`config.mk`:
```
export PLATFORM = sky130hd
export DESIGN_NAME = note_sequencer_flat
export DESIGN_NICKNAME = d
export VERILOG_FILES = /design/src/rtl/music_pkg.sv /design/src/rtl/note_sequencer_if.sv /design/src/rtl/note_timer.sv /design/src/rtl/note_sequencer.sv /design/src/flat_wrapper.sv
export SDC_FILE = /design/constraint.sdc
export NUM_CORES = 1
export LEC_CHECK = 0
export ABC_AREA = 1
export CAP_MARGIN = 20
export CORE_ASPECT_RATIO = 0.8
export CORE_MARGIN = 5
export CORE_UTILIZATION = 55
export DETAILED_ROUTE_END_ITERATION = 7
export PLACE_DENSITY = 0.74
export SYNTH_ARGS = -nofsm -noshare
export SYNTH_HDL_FRONTEND = slang
export SYNTH_HIERARCHICAL = 1
export SYNTH_SLANG_ARGS = --single-unit
```
`constraint.sdc`:
```
create_clock -name CLOCK_50 -period 2.7 [get_ports CLOCK_50]
set_input_delay 0.27 -clock CLOCK_50 [delete_from_list [all_inputs] [get_ports CLOCK_50]]
set_output_delay 0.27 -clock CLOCK_50 [all_outputs]
set_load 0.02 [all_outputs]
```
`src/rtl/music_pkg.sv`:
```
// rtl/music_pkg.sv - shared types and note code constants for the note sequencer
package music_pkg;

    localparam int NOTE_W  = 4;
    localparam int OCT_W   = 2;
    localparam int ENTRY_W = NOTE_W + OCT_W;

    typedef enum logic [1:0] {
        S_IDLE,
        S_LOAD,
        S_HOLD,
        S_GAP
    } seq_state_e;

    localparam logic [NOTE_W-1:0] NOTE_C  = 4'd0;
    localparam logic [NOTE_W-1:0] NOTE_CS = 4'd1;
    localparam logic [NOTE_W-1:0] NOTE_D  = 4'd2;
    localparam logic [NOTE_W-1:0] NOTE_DS = 4'd3;
    localparam logic [NOTE_W-1:0] NOTE_E  = 4'd4;
    localparam logic [NOTE_W-1:0] NOTE_F  = 4'd5;
    localparam logic [NOTE_W-1:0] NOTE_FS = 4'd6;
    localparam logic [NOTE_W-1:0] NOTE_G  = 4'd7;
    localparam logic [NOTE_W-1:0] NOTE_GS = 4'd8;
    localparam logic [NOTE_W-1:0] NOTE_A  = 4'd9;
    localparam logic [NOTE_W-1:0] NOTE_AS = 4'd10;
    localparam logic [NOTE_W-1:0] NOTE_B  = 4'd11;

    // Buffer entries keep the octave in the upper bits.
    function automatic logic [ENTRY_W-1:0] pack_entry(input logic [OCT_W-1:0]  oct,
                                                      input logic [NOTE_W-1:0] note);
        return {oct, note};
    endfunction

endpackage

```
`src/rtl/note_sequencer_if.sv`:
```
// rtl/note_sequencer_if.sv - record/playback control and note output bundle
interface note_sequencer_if
    import music_pkg::*;
#(
    parameter int DEPTH = 16
);
    localparam int CW = $clog2(DEPTH) + 1;

    logic              rec_valid;
    logic [NOTE_W-1:0] rec_note;
    logic [OCT_W-1:0]  rec_octave;
    logic              play;
    logic              stop;
    logic              clear;
    logic [NOTE_W-1:0] note_out;
    logic [OCT_W-1:0]  octave_out;
    logic              ld_note;
    logic              note_valid;
    logic [CW-1:0]     count;
    logic              busy;
    logic              full;

    modport master (
        output rec_valid, rec_note, rec_octave, play, stop, clear,
        input  note_out, octave_out, ld_note, note_valid, count, busy, full
    );

    modport slave (
        input  rec_valid, rec_note, rec_octave, play, stop, clear,
        output note_out, octave_out, ld_note, note_valid, count, busy, full
    );

endinterface

```
`src/rtl/note_timer.sv`:
```
// rtl/note_timer.sv - loadable down-counter whose done flag marks zero
module note_timer #(
    parameter int W = 8
) (
    input  logic         clk_i,
    input  logic         rst_ni,
    input  logic         load_i,
    input  logic [W-1:0] load_val_i,
    output logic         done_o
);

    logic [W-1:0] cnt_q;

    always_ff @(posedge clk_i or negedge rst_ni) begin
        if (!rst_ni) begin
            cnt_q <= '0;
        end else if (load_i) begin
            cnt_q <= load_val_i;
        end else if (cnt_q != '0) begin
            cnt_q <= cnt_q - W'(1);
        end
    end

    assign done_o = (cnt_q == '0);

endmodule

```
`src/rtl/note_sequencer.sv`:
```
// rtl/note_sequencer.sv - note record buffer and timed playback; NOTE_SEQUENCER_LOOP_EN repeats playback
module note_sequencer
    import music_pkg::*;
#(
    parameter int DEPTH       = 16,
    parameter int NOTE_CYCLES = 25_000_000,
    parameter int GAP_CYCLES  = 2_500_000
) (
    input  logic            CLOCK_50,
    input  logic            reset,
    note_sequencer_if.slave bus
);

    localparam int IW   = $clog2(DEPTH);
    localparam int CW   = IW + 1;
    localparam int MAXC = (NOTE_CYCLES > GAP_CYCLES) ? NOTE_CYCLES : GAP_CYCLES;
    localparam int TW   = $clog2(MAXC + 1);
    // LOAD is the first sounding cycle, so HOLD covers the remaining NOTE_CYCLES-1.
    localparam logic [TW-1:0] HOLD_LOAD = TW'((NOTE_CYCLES > 1) ? NOTE_CYCLES - 2 : 0);
    localparam logic [TW-1:0] GAP_LOAD  = TW'(GAP_CYCLES - 1);
`ifdef NOTE_SEQUENCER_LOOP_EN
    localparam bit LOOP_EN = 1'b1;
`else
    localparam bit LOOP_EN = 1'b0;
`endif

    seq_state_e         state_q;
    logic [CW-1:0]      count_q;
    logic [IW-1:0]      index_q;
    logic [IW-1:0]      index_d;
    logic [NOTE_W-1:0]  note_q;
    logic [OCT_W-1:0]   oct_q;
    logic               ld_q;
    logic               valid_q;
    logic               busy_q;
    logic [ENTRY_W-1:0] buf_q [DEPTH];
    logic [ENTRY_W-1:0] rd_entry;
    logic               full;
    logic               wr_en;
    logic               last_entry;
    logic               tmr_load;
    logic               tmr_done;
    logic [TW-1:0]      tmr_val;

    assign full       = (count_q == CW'(DEPTH));
    assign wr_en      = (state_q == S_IDLE) && bus.rec_valid && !bus.clear && !full;
    assign last_entry = (CW'(index_q) + CW'(1)) >= count_q;

    // Buffer contents survive reset and clear; only count_q defines what is valid.
    always_ff @(posedge CLOCK_50) begin
        if (wr_en) begin
            buf_q[count_q[IW-1:0]] <= pack_entry(bus.rec_octave, bus.rec_note);
        end
    end

    always_comb begin
        index_d = '0;
        if ((state_q == S_GAP) && !last_entry) begin
            index_d = index_q + IW'(1);
        end
    end

    assign rd_entry = buf_q[index_d];

    always_comb begin
        tmr_load = 1'b0;
        tmr_val  = HOLD_LOAD;
        if (state_q == S_LOAD) begin
            tmr_load = 1'b1;
            tmr_val  = (NOTE_CYCLES > 1) ? HOLD_LOAD : GAP_LOAD;
        end else if ((state_q == S_HOLD) && tmr_done) begin
            tmr_load = 1'b1;
            tmr_val  = GAP_LOAD;
        end
    end

    note_timer #(
        .W(TW)
    ) u_timer (
        .clk_i      (CLOCK_50),
        .rst_ni     (reset),
        .load_i     (tmr_load),
        .load_val_i (tmr_val),
        .done_o     (tmr_done)
    );

    always_ff @(posedge CLOCK_50 or negedge reset) begin
        if (!reset) begin
            state_q <= S_IDLE;
            count_q <= '0;
            index_q <= '0;
            note_q  <= '0;
            oct_q   <= '0;
            ld_q    <= 1'b0;
            valid_q <= 1'b0;
            busy_q  <= 1'b0;
        end else begin
            ld_q <= 1'b0;
            if ((state_q != S_IDLE) && bus.stop) begin
                state_q <= S_IDLE;
                valid_q <= 1'b0;
                busy_q  <= 1'b0;
            end else begin
                case (state_q)
                    S_IDLE: begin
                        if (bus.clear) begin
                            count_q <= '0;
                        end else if (bus.rec_valid) begin
                            if (!full) count_q <= count_q + CW'(1);
                        end else if (bus.play && (count_q != '0)) begin
                            state_q           <= S_LOAD;
                            index_q           <= index_d;
                            {oct_q, note_q}   <= rd_entry;
                            ld_q              <= 1'b1;
                            valid_q           <= 1'b1;
                            busy_q            <= 1'b1;
                        end
                    end
                    S_LOAD: begin
                        if (NOTE_CYCLES > 1) begin
                            state_q <= S_HOLD;
                        end else begin
                            state_q <= S_GAP;
                            valid_q <= 1'b0;
                        end
                    end
                    S_HOLD: begin
                        if (tmr_done) begin
                            state_q <= S_GAP;
                            valid_q <= 1'b0;
                        end
                    end
                    S_GAP: begin
                        if (tmr_done) begin
                            if (!last_entry || LOOP_EN) begin
                                state_q         <= S_LOAD;
                                index_q         <= index_d;
                                {oct_q, note_q} <= rd_entry;
                                ld_q            <= 1'b1;
                                valid_q         <= 1'b1;
                            end else begin
                                state_q <= S_IDLE;
                                busy_q  <= 1'b0;
                            end
                        end
                    end
                    default: state_q <= S_IDLE;
                endcase
            end
        end
    end

    assign bus.note_out   = note_q;
    assign bus.octave_out = oct_q;
    assign bus.ld_note    = ld_q;
    assign bus.note_valid = valid_q;
    assign bus.count      = count_q;
    assign bus.busy       = busy_q;
    assign bus.full       = full;

endmodule

```
`src/flat_wrapper.sv`:
```
// flat-port wrapper written by rule: the top's interface ports become plain ports
module note_sequencer_flat import music_pkg::*;
#(
    parameter int DEPTH       = 16,
    parameter int NOTE_CYCLES = 25_000_000,
    parameter int GAP_CYCLES  = 2_500_000
)
  (CLOCK_50, reset, bus_rec_valid, bus_rec_note, bus_rec_octave, bus_play, bus_stop, bus_clear, bus_note_out, bus_octave_out, bus_ld_note, bus_note_valid, bus_count, bus_busy, bus_full);
  note_sequencer_if #(.DEPTH(DEPTH)) bus_i ();
  input  logic CLOCK_50;
  input  logic reset;
  input wire logic [$bits(bus_i.rec_valid)-1:0] bus_rec_valid;
  input wire logic [$bits(bus_i.rec_note)-1:0] bus_rec_note;
  input wire logic [$bits(bus_i.rec_octave)-1:0] bus_rec_octave;
  input wire logic [$bits(bus_i.play)-1:0] bus_play;
  input wire logic [$bits(bus_i.stop)-1:0] bus_stop;
  input wire logic [$bits(bus_i.clear)-1:0] bus_clear;
  output wire logic [$bits(bus_i.note_out)-1:0] bus_note_out;
  output wire logic [$bits(bus_i.octave_out)-1:0] bus_octave_out;
  output wire logic [$bits(bus_i.ld_note)-1:0] bus_ld_note;
  output wire logic [$bits(bus_i.note_valid)-1:0] bus_note_valid;
  output wire logic [$bits(bus_i.count)-1:0] bus_count;
  output wire logic [$bits(bus_i.busy)-1:0] bus_busy;
  output wire logic [$bits(bus_i.full)-1:0] bus_full;
  assign bus_i.rec_valid = bus_rec_valid;
  assign bus_i.rec_note = bus_rec_note;
  assign bus_i.rec_octave = bus_rec_octave;
  assign bus_i.play = bus_play;
  assign bus_i.stop = bus_stop;
  assign bus_i.clear = bus_clear;
  assign bus_note_out = bus_i.note_out;
  assign bus_octave_out = bus_i.octave_out;
  assign bus_ld_note = bus_i.ld_note;
  assign bus_note_valid = bus_i.note_valid;
  assign bus_count = bus_i.count;
  assign bus_busy = bus_i.busy;
  assign bus_full = bus_i.full;
  note_sequencer #(.DEPTH(DEPTH), .NOTE_CYCLES(NOTE_CYCLES), .GAP_CYCLES(GAP_CYCLES)) u_core (.CLOCK_50(CLOCK_50), .reset(reset), .bus(bus_i));
endmodule
```
# Yosys cells after proc, flatten, opt, wreduce, memory -nomap -nowiden
# Memory sizes are Yosys's and may differ from the RTL's.
# Index checks and enable logic that the tools add are counted.
[op_classes]
add_sub_neg = 4
magnitude_cmp = 1
eq_ne = 18
muxes = 57
bitwise_logic = 1
reduce_logical = 24
[op_table]
columns = ["cell", "n"]
rows = [
  ["25-bit two-way mux", 4],
  ["4-bit two-way mux", 11],
  ["25-bit logical NOT", 1],
  ["25-bit nonzero test", 1],
  ["25-bit by 1-bit subtractor with 25-bit output, second input constant", 1],
  ["2-bit two-way mux", 11],
  ["1-bit two-way mux", 21],
  ["4-bit case mux with 2 select lines", 2],
  ["5-bit two-way mux", 3],
  ["7-bit AND reduction", 2],
  ["2-bit != test, second input constant", 6],
  ["3-bit != test, second input constant", 4],
  ["3-bit by 2-bit != test with 1-bit output, second input constant", 3],
  ["2-bit case mux with 4 select lines", 1],
  ["2-bit nonzero test", 4],
  ["1-bit logical AND", 7],
  ["6-bit AND reduction", 1],
  ["4-bit by 1-bit adder with 5-bit output, second input constant", 1],
  ["5-bit by 1-bit adder with 5-bit output, second input constant", 1],
  ["5-bit equality test, second input constant", 1],
  ["5-bit greater-or-equal comparator", 1],
  ["5-bit AND reduction", 1],
  ["5-bit nonzero test", 1],
  ["4-bit by 1-bit adder with 4-bit output, second input constant", 1],
  ["11 further kinds", 15],
]
[word_totals]
reg_bits = 45
ram_bits = 96
inputBits = 12
out_inout_bits = 15
elab_cells = 115
n_memories = 1
[mem_list]
columns = ["name", "depth", "word_bits", "read_ports", "rd_clocked_by_memory_dff", "write_ports", "line", "text"]
rows = [
  ["u_core.buf_q", 16, 6, 1, 0, 1, "note_sequencer.sv:36", "logic [ENTRY_W-1:0] buf_q [DEPTH];"],
]

# Logic depth before layout (Yosys ltp)
# Gate-level depths: netlist of the first run.
# An unclocked memory read counts as a cell.
[depth]
ltp_word = 10
depth_mapped = 17
depth_no_buf = 17

# Modules after synthesis
# Netlist of the first run, hierarchy kept.
[by_module_without_submodules]
columns = ["mod", "n_inst", "cells_each", "area_per_inst_um2", "seq_area_each_um2"]
rows = [
  ["note_sequencer", 1, 588, 5674.2, 3383.2],
  ["note_timer", 1, 236, 1690.4, 625.6],
]

# Worst setup path after synthesis of the first run
# OpenSTA, ideal clock, no wires.
[synth_timing]
kind = "reg-to-reg"
startpoint = "register u_core.index_q[0]"
endpoint = "register u_core.note_q[0] (netlist: u_core/bus.note_out[0])"
setup_ps = 121
arrival_time_ps = 2288
t_required_ps = 2579
slack_ps = 292
stages_incl_launch_ff = 14
path_buffers = 0
synth_period_minus_slack_ps = 2408
cell_sequence = "dfrtp_1 > ha_1 > xor2_1 > ha_1 > nand2_1 > nand2_1 > nand2_1 > nand2_2 > nor2_8 > nand2_2 > nor2_1 > nand2_2 > nand3_1 > a21oi_1"
[synth_between]
elab_chain_cells = 10
elab_cells_between_ends = 15
classes_between = "add/sub (2); order compare (1); eq/ne (1); mux (7); reduce/logical (3); memory (1)"
[synth_lines]
columns = ["item", "line", "text"]
rows = [
  ["from (decl)", "note_sequencer.sv:29", "logic [IW-1:0] index_q;"],
  ["from (signal assigned)", "note_sequencer.sv:112", "index_q <= index_d;"],
  ["from (signal assigned)", "note_sequencer.sv:137", "index_q <= index_d;"],
  ["4-bit by 1-bit adder with 5-bit output", "note_sequencer.sv:47", "assign last_entry = (CW'(index_q) + CW'(1)) >= count_q;"],
  ["5-bit greater-or-equal comparator", "note_sequencer.sv:47", ""],
  ["1-bit logical NOT", "note_sequencer.sv:58", "if ((state_q == S_GAP) && !last_entry) begin"],
  ["1-bit logical AND", "note_sequencer.sv:58", ""],
  ["4-bit two-way mux", "note_sequencer.sv:58", ""],
  ["memory 16 x 6 bit", "--", ""],
  ["4-bit two-way mux", "note_sequencer.sv:110", "end else if (bus.play && (count_q != '0)) begin"],
  ["4-bit two-way mux", "note_sequencer.sv:108", "end else if (bus.rec_valid) begin"],
  ["4-bit two-way mux", "note_sequencer.sv:106", "if (bus.clear) begin"],
  ["4-bit case mux with 2 select lines", "note_sequencer.sv:104", "case (state_q)"],
  ["to (signal assigned)", "note_sequencer.sv:113", "{oct_q, note_q} <= rd_entry;"],
  ["to (signal assigned)", "note_sequencer.sv:138", "{oct_q, note_q} <= rd_entry;"],
  ["to (decl)", "note_sequencer.sv:31", "logic [NOTE_W-1:0] note_q;"],
]
# Parallel ways exist; a longest one is shown, timed or not. The select of a mux whose other input is x is not followed.
# A chain may end at the register's enable or synchronous reset.

# Worst setup path after layout of the first run
[layout_timing]
startpoint = "register u_core.index_q[2]"
endpoint = "register u_core.oct_q[0] (netlist: u_core/bus.octave_out[0])"
[layout_between]
elab_chain_cells = 10
elab_cells_between_ends = 15
classes_between = "add/sub (2); order compare (1); eq/ne (1); mux (7); reduce/logical (3); memory (1)"
[layout_lines]
columns = ["item", "line", "text"]
rows = [
  ["4-bit by 1-bit adder with 5-bit output", "note_sequencer.sv:47", ""],
  ["5-bit greater-or-equal comparator", "note_sequencer.sv:47", ""],
  ["1-bit logical NOT", "note_sequencer.sv:58", ""],
  ["1-bit logical AND", "note_sequencer.sv:58", ""],
  ["4-bit two-way mux", "note_sequencer.sv:58", ""],
  ["memory 16 x 6 bit", "--", ""],
  ["2-bit two-way mux", "note_sequencer.sv:110", ""],
  ["2-bit two-way mux", "note_sequencer.sv:108", ""],
  ["2-bit two-way mux", "note_sequencer.sv:106", ""],
  ["2-bit case mux with 2 select lines", "note_sequencer.sv:104", ""],
  ["to (signal assigned)", "note_sequencer.sv:113", ""],
  ["to (signal assigned)", "note_sequencer.sv:138", ""],
  ["to (decl)", "note_sequencer.sv:32", "logic [OCT_W-1:0] oct_q;"],
]
# Parallel ways exist; a longest one is shown, timed or not. The select of a mux whose other input is x is not followed.

==> results of run 1 <==
==> worst max-delay path: cells and delay by family (launching register included) <==
family                     cells  cell delay, ns
buffers and inverters          2            0.23
AOI/OAI and AO/OA              1            0.16
and+or+nand+nor               10            1.14
DFF                            1            0.48
adders and majority gates      1            0.28
xor gates and xnor gates       1            0.22
==> synthesized netlist by cell type (9+ instances only) <==
cell      instances
nand2_1         163
inv_1           119
nor2_1          109
nand3_1          98
edfxtp_1         96
dfrtp_1          45
nand4_1          36
o21ai_0          19
ha_1             17
a21oi_1          10
nor2_2           10
inv_2             9
nand2_2           9
o21ai_1           9
==> flip-flops by register name, indices dropped and copies added (netlist names) <==
signal                 count
u_core/bus.count           5
u_core/bus.octave_out      2
u_core/bus.note_valid      1
u_core/bus.ld_note         1
u_core/bus.note_out        4
u_core/state_q             2
u_core/u_timer/cnt_q      25
u_core/bus.busy            1
u_core/buf_q              96
u_core/index_q             4
==> how the worst max path moves through the flow <==
stage / end / slack [ns]
after floorplan: u_core/bus.note_out[0]$_DFFE_PN0P_ / 0.29
after global placement: u_core/bus.note_out[3]$_DFFE_PN0P_ / 0.01
after detailed placement: u_core/bus.note_out[1]$_DFFE_PN0P_ / -0.11
after CTS: u_core/bus.note_out[3]$_DFFE_PN0P_ / 0.003
after global routing: u_core/bus.octave_out[1]$_DFFE_PN0P_ / -0.01
final: u_core/bus.octave_out[0]$_DFFE_PN0P_ / 0.1
==> metal layers <==
layer | track usage | part of all wire | vias to the layer above
met1 | 0.3311 | 0.45 | 2842
met4 | 0.06714 | 0.019 | 0
li1 | - | - | 2782
met2 | 0.3461 | 0.44 | 321
met5 | 0 | 0 | -
met3 | 0.05784 | 0.089 | 38
==> cell families after synthesis <==
logic type	after synthesis
and+or+nand+nor	446
buffers and inverters	156
DFF	141
AOI/OAI and AO/OA	49
adders and majority gates	17
xor gates and xnor gates	13
other	2
==> power by group through the flow <==
stage          Combinational [W]  Sequential, W  Clock [W]
3_3_place_gp             0.00290        0.00293          0
2_1_floorplan            0.00222        0.00297          0
4_1_cts                  0.00309        0.00291    0.00217
3_5_place_dp             0.00298        0.00294          0
6_report                 0.00336        0.00292    0.00215
5_1_grt                  0.00367        0.00296    0.00227
==> what timing repair did <==
| item | in CTS | in global routing |
|---|---|---|
| endpoints found under the hold margin | 0 | 9 |
| resized for setup | 8 | 17 |
| endpoints found under the setup margin | 6 | 8 |
| gates cloned | 2 | 3 |
| hold buffers | 0 | 1 |
| pin swaps | 4 | 8 |
| setup buffers | 3 | 6 |
==> cell type report <==
class	instances	area share
timing repair buffer	46	0.05109
clock inverter	15	0.01332
timing repair inverter	1	0.0007320
clock buffer	17	0.04977
sequential	141	0.4692
tap	175	0.02562
inverter	129	0.05870
multi-input combinational	540	0.3316
==> through the flow <==
stage	power (W)	setup slack, ns	cell area [sq um]
detailed placement	0.005916	-0.1086	7761
CTS	0.008161	0.003365	8377
floorplan	0.005188	0.2916	7398
finish	0.008437	0.09818	8547
global route	0.008898	-0.01357	8547
global placement	0.005831	0.01118	7761
==> metrics.cfg, run 1 <==
[timing]
slew_headroom=0.4547
fin_crit_sh=0.9636
hold_violations=0
tightestPinTransition_ns=0.8154
worst_hold_slack_ns=0.2449
skew_ns=0.01177
finalMaxSlewViolations=0
setup_viol=0
min_period_ns=2.602
setup_tns_ns=0
fmax_ghz=0.3843

[die]
die_h_um=113.5
coreArea_sq_um=13010
ioPinCount=27
die_x_um=139.4
row_count=37
die-area_sq_um=15820
initial_core_util=0.5661

[logic_synthesis]
muxShareOfSynthArea=0
synth_flop_cell=edfxtp_1
syn_area_sq_um=7365
synthAdderAreaFrac=0.02888
synth_compound_area_frac=0.03772
synth_top_family_by_area=simple AND/OR/NAND/NOR gates
synth.top_cells.by_area=edfxtp_1 39%, dfrtp_1 15%, nand2_1 8.3%
ys_types=43
netlist_instances=824
synth_warnings=6
ys_seq_area_frac=0.5443
syn-mean-instance-area_sq_um=8.938
synth_top_cell_area_share=0.3914
synth-seq-cells=141
synth-edff-count=96
async_flop_share=0.3191
synth_simple_gate_area_frac=0.2808
yosysTopAreaCell=edfxtp_1
synth_xor_xnor_area_share=0.01546

[setup_path]
cp_slowest_cell=dfrtp_1
path_class=flop to flop
worstSetupEndpointType=flop
startpoint=u_core/index_q[2]$_DFFE_PN0P_
slowest_delay_ns=0.48
timing.rr.start=u_core/index_q[2]$_DFFE_PN0P_
rr_worst_depth=15
worstPathCellList=nand3_1, xor2_2, ha_1, nand2_1, inv_1, nand2_2, nand2_4, nor2_4, nand3_4, buf_6, nor2_1, nand2_1, nand3_2, nand3_1, a21oi_1
worstPathMaxFanout=5
r2r_slack_ns=0.1
start_kind=flop
r2r_end=u_core/bus.octave_out[0]$_DFFE_PN0P_
arrival_ns=2.96
cp.required_ns=3.06

[drt]
drt_first_pass_iters=6
routed_wl_um=17960
drt-initial-drc-count=812
wl_per_cell_um=16.88
drc_errors=0
vias_per_cell=5.623
final_antenna_net_count=0
vias=5983

[flow_run]
maxCapViolations=0

[global_route]
antenna_found_initial=0
grt_overflow=0
grt.total_usage=0.2294
grt_pass1_vias=5602
grt_pass1_wl_um=28660
grt_max_degree=46

[finish]
drive_above_1_share=0.1226
layout_commonest_cell=nand2_1
fin_util=0.6570
fillCellCount=1004
layout_common_cells=162 x nand2_1, 118 x inv_1, 107 x nor2_1
n_antenna_cell=0
syn_to_final_growth_pct=16.06
ff_latch_area_sq_um=4010
multiInputGateArea_sq_um=2834
finish.net_count=905
fin_cells=1064

[status]
status=complete, no violations

[pwr]
comb_power_share=0.399
ir_drop_mv=0.5754
sw_frac_of_total=0.4136
leakagePower_nw=3.688
seqPwrFrac=0.346
p_clk_frac=0.255
cellPowerDensity_nw_per_um2=987.1
p_int_w=0.004947
p_switching_w=0.003489

[clocking]
cts_max_level=4
cts_buffers=17
cts.clk_slew.worst_paths_ns=0.06
cts_tree=done
clock-sinks=141
cts_max_path_buffers=2
cts_root_buf=clkbuf_16
clk_latency_ns=0.43

[placed_design]
dp_hpwl_um=11400
routabilityCongestion=0.9000
place_inst=1016
port_buffers=26

[hold_path]
hp-class=primary input to asynchronous set/reset pin

Note: power is estimated with default switching activity, not from simulation.
==> inputs of run 2 (changes only) <==
--- a/config.mk
+++ b/config.mk
@@ -11,7 +11,9 @@
 export CORE_MARGIN = 5
 export CORE_UTILIZATION = 55
 export DETAILED_ROUTE_END_ITERATION = 7
+export HOLD_SLACK_MARGIN = 0.02
 export PLACE_DENSITY = 0.74
+export SLEW_MARGIN = 25
 export SYNTH_ARGS = -nofsm -noshare
 export SYNTH_HDL_FRONTEND = slang
 export SYNTH_HIERARCHICAL = 1
==> metrics.cfg, run 2 (synthesis gave the netlist of run 1 again) <==
[finish]
layout_commonest_cell=nand2_1
n_antenna_cell=0  ; unchanged
drive_above_1_share=0.1216  ; -0.0009881
syn_to_final_growth_pct=15.82
finish.net_count=904  ; -0.11%
layout_common_cells=162 x nand2_1, 118 x inv_1, 107 x nor2_1
final_area_sq_um=8529  ; -0.20%
multiInputGateArea_sq_um=2834  ; unchanged
largest_reg_flops=96  ; unchanged
ff_latch_area_sq_um=4010  ; unchanged
fillCellCount=1004  ; unchanged

[clocking]
clk_latency_ns=0.43  ; about the same
cts_tree=done
cts_max_level=4  ; unchanged
cts.clk_slew.worst_paths_ns=0.06  ; about the same
cts_max_path_buffers=2  ; unchanged
cts_buffers=17  ; unchanged
cts_root_buf=clkbuf_16
clock-sinks=141  ; unchanged

[drt]
drt-initial-drc-count=792  ; -2.5%
routed_wl_um=17860  ; -0.52%
vias=5976  ; -0.12%
wl_per_cell_um=16.81  ; -0.42%
drt_first_pass_iters=6  ; unchanged
vias_per_cell=5.622  ; about the same
final_antenna_net_count=0  ; unchanged
drc_errors=0  ; unchanged

[setup_path]
r2r_slack_ns=0.1  ; about the same
cp.required_ns=3.05  ; about the same
worstPathCellList=nand3_1, xor2_2, ha_1, nand2_1, inv_1, nand2_2, nand2_4, nor2_4, nand3_4, buf_6, nor2_1, nand2_1, nand3_2, nand3_1, a21oi_1
start_kind=flop
timing.rr.start=u_core/index_q[2]$_DFFE_PN0P_
slowest_delay_ns=0.48  ; about the same
r2r_end=u_core/bus.octave_out[0]$_DFFE_PN0P_
startpoint=u_core/index_q[2]$_DFFE_PN0P_
path_class=flop to flop
cp_slowest_cell=dfrtp_1
crit_family=simple AND/OR/NAND/NOR gates
rr_worst_depth=15  ; unchanged
arrival_ns=2.96  ; about the same
worstPathMaxFanout=5  ; unchanged
cp_num_buf_inv=2  ; unchanged
worstSetupEndpointType=flop

[pwr]
p_clk_frac=0.254  ; about the same
leakagePower_nw=3.679  ; -0.23%
p_int_w=0.004946  ; about the same
p_switching_w=0.003481  ; -0.24%
seqPwrFrac=0.347  ; about the same
sw_frac_of_total=0.4131  ; -0.0004989
ir_drop_mv=0.5748  ; -0.10%
cellPowerDensity_nw_per_um2=987.9  ; about the same
comb_power_share=0.399  ; about the same

[timing]
tightestPinTransition_ns=0.7820  ; -0.03339 ns
finalMaxSlewViolations=0  ; unchanged
setup_tns_ns=0  ; unchanged
skew_ns=0.01132  ; -0.0004437 ns
fmax_ghz=0.3840  ; about the same
slew_headroom=0.4771  ; +0.02233
fin_ws_ns=0.09602  ; -0.002165 ns
hold_violations=0  ; unchanged
min_period_ns=2.604  ; +0.002165 ns
setup_viol=0  ; unchanged
fin_crit_sh=0.9644  ; about the same

[placed_design]
routabilityCongestion=0.9000  ; unchanged
dpl_cell_area_sq_um=7761  ; unchanged
dpl_worst_slack_ns=-0.1086  ; unchanged
dp_hpwl_um=11400  ; unchanged
port_buffers=26  ; unchanged

[global_route]
grt_pass1_vias=5602  ; unchanged
met2_usage=0.3461  ; unchanged
grt_util_met3=0.05784  ; unchanged
grt.total_usage=0.2294  ; unchanged
grt_use_met1=0.3311  ; unchanged
grt_overflow=0  ; unchanged
grt_max_degree=46  ; unchanged
grt_pass1_wl_um=28660  ; unchanged
antenna_found_initial=0  ; unchanged
busiest_layer=met2

[die]
initial_core_util=0.5661  ; unchanged
row_count=37  ; unchanged
die_h_um=113.5  ; unchanged
die-area_sq_um=15820  ; unchanged
die_x_um=139.4  ; unchanged
ioPinCount=27  ; unchanged
coreArea_sq_um=13010  ; unchanged

[flow_run]
maxCapViolations=0  ; unchanged

[hold_path]
hp-class=primary input to asynchronous set/reset pin

[status]
status=complete, no violations

## run 2: cell types whose count changed in the layout (fill, tap and decap cells not counted), sizes merged
cell,delta
buf,-1
## run 2: how the worst max path moves through the flow
stage | slack (ns) | end | depth (start not counted)
2_1_floorplan | 0.29 | u_core/bus.note_out[0]$_DFFE_PN0P_ | 13
4_1_cts | 0.003 | u_core/bus.note_out[3]$_DFFE_PN0P_ | 14
6_report | 0.1 | u_core/bus.octave_out[0]$_DFFE_PN0P_ | 15
3_5_place_dp | -0.11 | u_core/bus.note_out[1]$_DFFE_PN0P_ | 14
5_1_grt | -0.01 | u_core/bus.octave_out[1]$_DFFE_PN0P_ | 14
3_3_place_gp | 0.01 | u_core/bus.note_out[3]$_DFFE_PN0P_ | 13
## run 2: area by class of cell
| cell class | count | share of cell area |
|---|---|---|
| Timing Repair Buffer | 45 | 0.04914 |
| Clock inverter | 15 | 0.01335 |
| Timing Repair inverter | 1 | 0.0007335 |
| Tap cell | 175 | 0.02567 |
| Clock buffer | 17 | 0.04988 |
| Inverter | 129 | 0.05882 |
| Multi-Input combinational cell | 540 | 0.3323 |
| Sequential cell | 141 | 0.4701 |
## run 2: stage by stage
| step | hold WS, ns | util | cells | power [W] |
|---|---|---|---|---|
| after global placement | 0.4796 | 0.5966 | 1016 | 0.005831 |
| after CTS | 0.07813 | 0.6439 | 1053 | 0.008161 |
| after detailed placement | 0.5024 | 0.5966 | 1016 | 0.005916 |
| after floorplan | -0.02559 | - | 833 | 0.005188 |
| after global routing | 0.4706 | 0.6557 | 1063 | 0.008894 |
| final | 0.4039 | 0.6557 | 1063 | 0.008427 |
## run 2: what timing repair did
item                                   in CTS  in global routing
cloned                                      2                  3
hold buffers                                0                  1
setup endpoints to repair                   6                  8
pin swaps                                   4                  8
endpoints found under the hold margin       0                 45
gates resized for setup                     8                 17
buffers inserted                            3                  6
## run 2: power by group through the flow
stage / registers (W) / logic (W) / clock network [W]
floorplan: 0.00297 / 0.00222 / 0
global placement: 0.00293 / 0.00290 / 0
detailed placement: 0.00294 / 0.00298 / 0
CTS: 0.00291 / 0.00309 / 0.00217
global route: 0.00296 / 0.00367 / 0.00227
finish: 0.00292 / 0.00336 / 0.00214
## run 2: metal layers
layer  wire length (um)  vias to the layer above  part of all wire
li1                   -                     2787                 -
met1               7954                     2826              0.45
met2               7942                      318              0.44
met3               1567                       45             0.088
met4                399                        0             0.022
met5                  0                        -                 0
==> inputs of run 3 (changes only) <==
--- a/config.mk
+++ b/config.mk
@@ -5,7 +5,6 @@
 export SDC_FILE = /design/constraint.sdc
 export NUM_CORES = 1
 export LEC_CHECK = 0
-export ABC_AREA = 1
 export CAP_MARGIN = 20
 export CORE_ASPECT_RATIO = 0.8
 export CORE_MARGIN = 5
==> metrics.cfg, run 3 <==
[status]
status=complete, no violations

[setup_path]
worstSetupEndpointType=flop
arrival_ns=2.94  ; -0.02 ns
cp.required_ns=2.99  ; -0.06 ns
start_kind=flop
path_class=flop to flop
worstPathMaxFanout=6  ; +1

[drt]
final_antenna_net_count=0  ; unchanged
vias_per_cell=6.120  ; +8.9%
drt-initial-drc-count=526  ; -34%
drc_errors=0  ; unchanged
vias=4804  ; -20%
drt_first_pass_iters=7  ; +1
wl_per_cell_um=20.64  ; +23%
routed_wl_um=16200  ; -9.3%

[die]
ioPinCount=27  ; unchanged
die_x_um=133.6  ; -4.1%
die_h_um=108.9  ; -4.0%
initial_core_util=0.5572  ; -0.008911
die-area_sq_um=14560  ; -8.0%
row_count=36  ; -2.7%
coreArea_sq_um=12070  ; -7.2%

[clocking]
cts_tree=done
clk_latency_ns=0.43  ; about the same
cts.clk_slew.worst_paths_ns=0.06  ; about the same
cts_buffers=17  ; unchanged
cts_root_buf=clkbuf_16
cts_max_level=4  ; unchanged
clock-sinks=141  ; unchanged
cts_max_path_buffers=2  ; unchanged

[finish]
fin_cells=785  ; -26%
multiInputGateArea_sq_um=2670  ; -5.8%
finish.net_count=649  ; -28%
fillCellCount=863  ; -14%
ff_latch_area_sq_um=4009  ; about the same
syn_to_final_growth_pct=20.29
layout_commonest_cell=edfxtp_1
drive_above_1_share=0.1769  ; +0.05531
largest_reg_flops=96  ; unchanged
n_antenna_cell=0  ; unchanged
layout_common_cells=96 x edfxtp_1, 46 x nand2_1, 45 x dfrtp_1
fin_util=0.6703  ; +0.01462

[logic_synthesis]
syn-mean-instance-area_sq_um=12.34  ; +38%
syn_area_sq_um=6726  ; -8.7%
synth_flop_cell=edfxtp_1
synth_top_cell_area_share=0.4286  ; +0.03713
synth.top_cells.by_area=edfxtp_1 43%, dfrtp_1 17%, ha_1 3.2%
synth_commonest_cells=96 x edfxtp_1, 47 x nand2_1, 45 x dfrtp_1
ys_types=68  ; +58%
synth-edff-count=96  ; unchanged
synth_warnings=6  ; unchanged
async_flop_share=0.3191  ; unchanged
ys_seq_area_frac=0.5960  ; +0.05164
yosysTopAreaCell=edfxtp_1
synth_most_common_cell=edfxtp_1
netlist_instances=545  ; -34%
synth-seq-cells=141  ; unchanged

[timing]
setup_viol=0  ; unchanged
rsz0062_at_grt=true
hold_violations=0  ; unchanged
fin_ws_ns=0.05100  ; -0.04501 ns
worst_hold_slack_ns=0.4056  ; +0.001728 ns
finalMaxSlewViolations=0  ; unchanged
fmax_ghz=0.3775  ; -1.7%
skew_ns=0.009870  ; -0.001453 ns
tightestPinTransition_ns=0.7036  ; -0.07836 ns
fin_crit_sh=0.9811  ; +0.01667
min_period_ns=2.649  ; +0.04501 ns
slew_headroom=0.5295  ; +0.05240

[placed_design]
dp_hpwl_um=11150  ; -2.2%
routabilityCongestion=0.9970  ; +11%
place_inst=748  ; -26%
port_buffers=26  ; unchanged
dpl_worst_slack_ns=-0.07222  ; +0.03635 ns

[global_route]
grt_overflow=0  ; unchanged
grt_max_degree=46  ; unchanged
antenna_found_initial=0  ; unchanged
grt.total_usage=0.2326  ; +0.003190
grt_pass1_vias=4685  ; -16%
grt_pass1_wl_um=25430  ; -11%

[pwr]
sw_frac_of_total=0.3503  ; -0.06276
leakagePower_nw=2.992  ; -19%
cellPowerDensity_nw_per_um2=946.3  ; -4.2%
p_clk_frac=0.289  ; +0.035
p_int_w=0.004974  ; +0.58%
comb_power_share=0.336  ; -0.063
seqPwrFrac=0.374  ; +0.027
p_switching_w=0.002683  ; -23%
ir_drop_mv=0.6504  ; +13%

[flow_run]
maxCapViolations=0  ; unchanged

[hold_path]
hp-class=primary input to asynchronous set/reset pin

-- run 3: cell types whose count changed in the layout (fill, tap and decap cells not counted), moves of 24 or more --
cell | previous run | this run
nor2_1 | 107 | 21
nand3_1 | 97 | 13
nand2_1 | 162 | 46
nand4_1 | 36 | 2
inv_1 | 118 | 19
buf_4 | 17 | 41
-- run 3: final timing paths --
path,slack (ns),to,cells after the start,startpoint
worst max-delay path,0.05,u_core/bus.note_out[1]$_DFFE_PN0P_,10,u_core/index_q[0]$_DFFE_PN0P_
max in group asynchronous,1.90,u_core/bus.octave_out[1]$_DFFE_PN0P_,2,reset
worst max register to register,0.05,u_core/bus.note_out[1]$_DFFE_PN0P_,10,u_core/index_q[0]$_DFFE_PN0P_
min in group CLOCK_50,0.52,u_core/bus.note_valid$_DFFE_PN0P_,1,u_core/bus.note_valid$_DFFE_PN0P_
worst min register to register,0.52,u_core/bus.note_valid$_DFFE_PN0P_,1,u_core/bus.note_valid$_DFFE_PN0P_
worst min-delay path,0.41,u_core/u_timer/cnt_q[19]$_DFFE_PN0P_,2,reset
-- run 3: worst max-delay path: stages, from the launching register on --
cell and delay [ns]:
dfrtp_1 0.40, ha_2 0.22, and3_1 0.21, ha_4 0.23, a21oi_4 0.24, nand3_1 0.24, buf_4 0.26, a211oi_1 0.29
o21ai_0 0.18, nand3_1 0.13, a31oi_1 0.11
-- run 3: layer usage --
| layer | GRT usage | part of all wire |
|---|---|---|
| met2 | 0.3522 | 0.46 |
| met3 | 0.07149 | 0.081 |
| met1 | 0.3189 | 0.43 |
| met4 | 0.09031 | 0.029 |
| met5 | 0 | 0 |
-- run 3: layout make-up --
cell class,count,area share
sequential,141,0.4954
clock inverter,13,0.01608
inverter,19,0.008814
tap,152,0.02350
timing repair buffer,68,0.07268
multi-input combinational,373,0.3300
clock buffer,19,0.05350
-- run 3: through the flow --
step | power, W | instance area, sq um | setup TNS (ns)
final | 0.007657 | 8092 | 0
after global routing | 0.008068 | 8092 | -0.01106
after CTS | 0.007588 | 7986 | 0
after detailed placement | 0.005333 | 7391 | -0.2349
after global placement | 0.005238 | 7391 | 0
after floorplan | 0.004490 | 6760 | 0
-- run 3: logic make-up (layout without fill, tap and decap cells) --
kind of cell | count (synthesis) | after routing | share of synthesized area
muxes | 23 | 23 | 0.04799
other | 2 | 11 | 0.001116
AOI/OAI and AO/OA | 141 | 141 | 0.1395
buffers and inverters | 40 | 119 | 0.02623
DFF | 141 | 141 | 0.5960
and+or+nand+nor | 156 | 156 | 0.1239
adders and majority gates | 17 | 17 | 0.03162
xor gates and xnor gates | 25 | 25 | 0.03367
-- run 3: timing repair --
item / CTS / global route
endpoints found under the setup margin: 6 / 9
pin swaps: 1 / 4
hold buffers: 0 / 1
gates resized for setup: 3 / 15
buffers inserted: 2 / 2
endpoints found under the hold margin: 0 / 45
-- run 3: power by group through the flow --
stage / Clock (W) / Combinational, W / Sequential [W]
final: 0.00222 / 0.00258 / 0.00287
after global routing: 0.00237 / 0.00280 / 0.00290
after CTS: 0.00225 / 0.00248 / 0.00286
after detailed placement: 0 / 0.00243 / 0.00290
after global placement: 0 / 0.00236 / 0.00288
after floorplan: 0 / 0.00155 / 0.00294
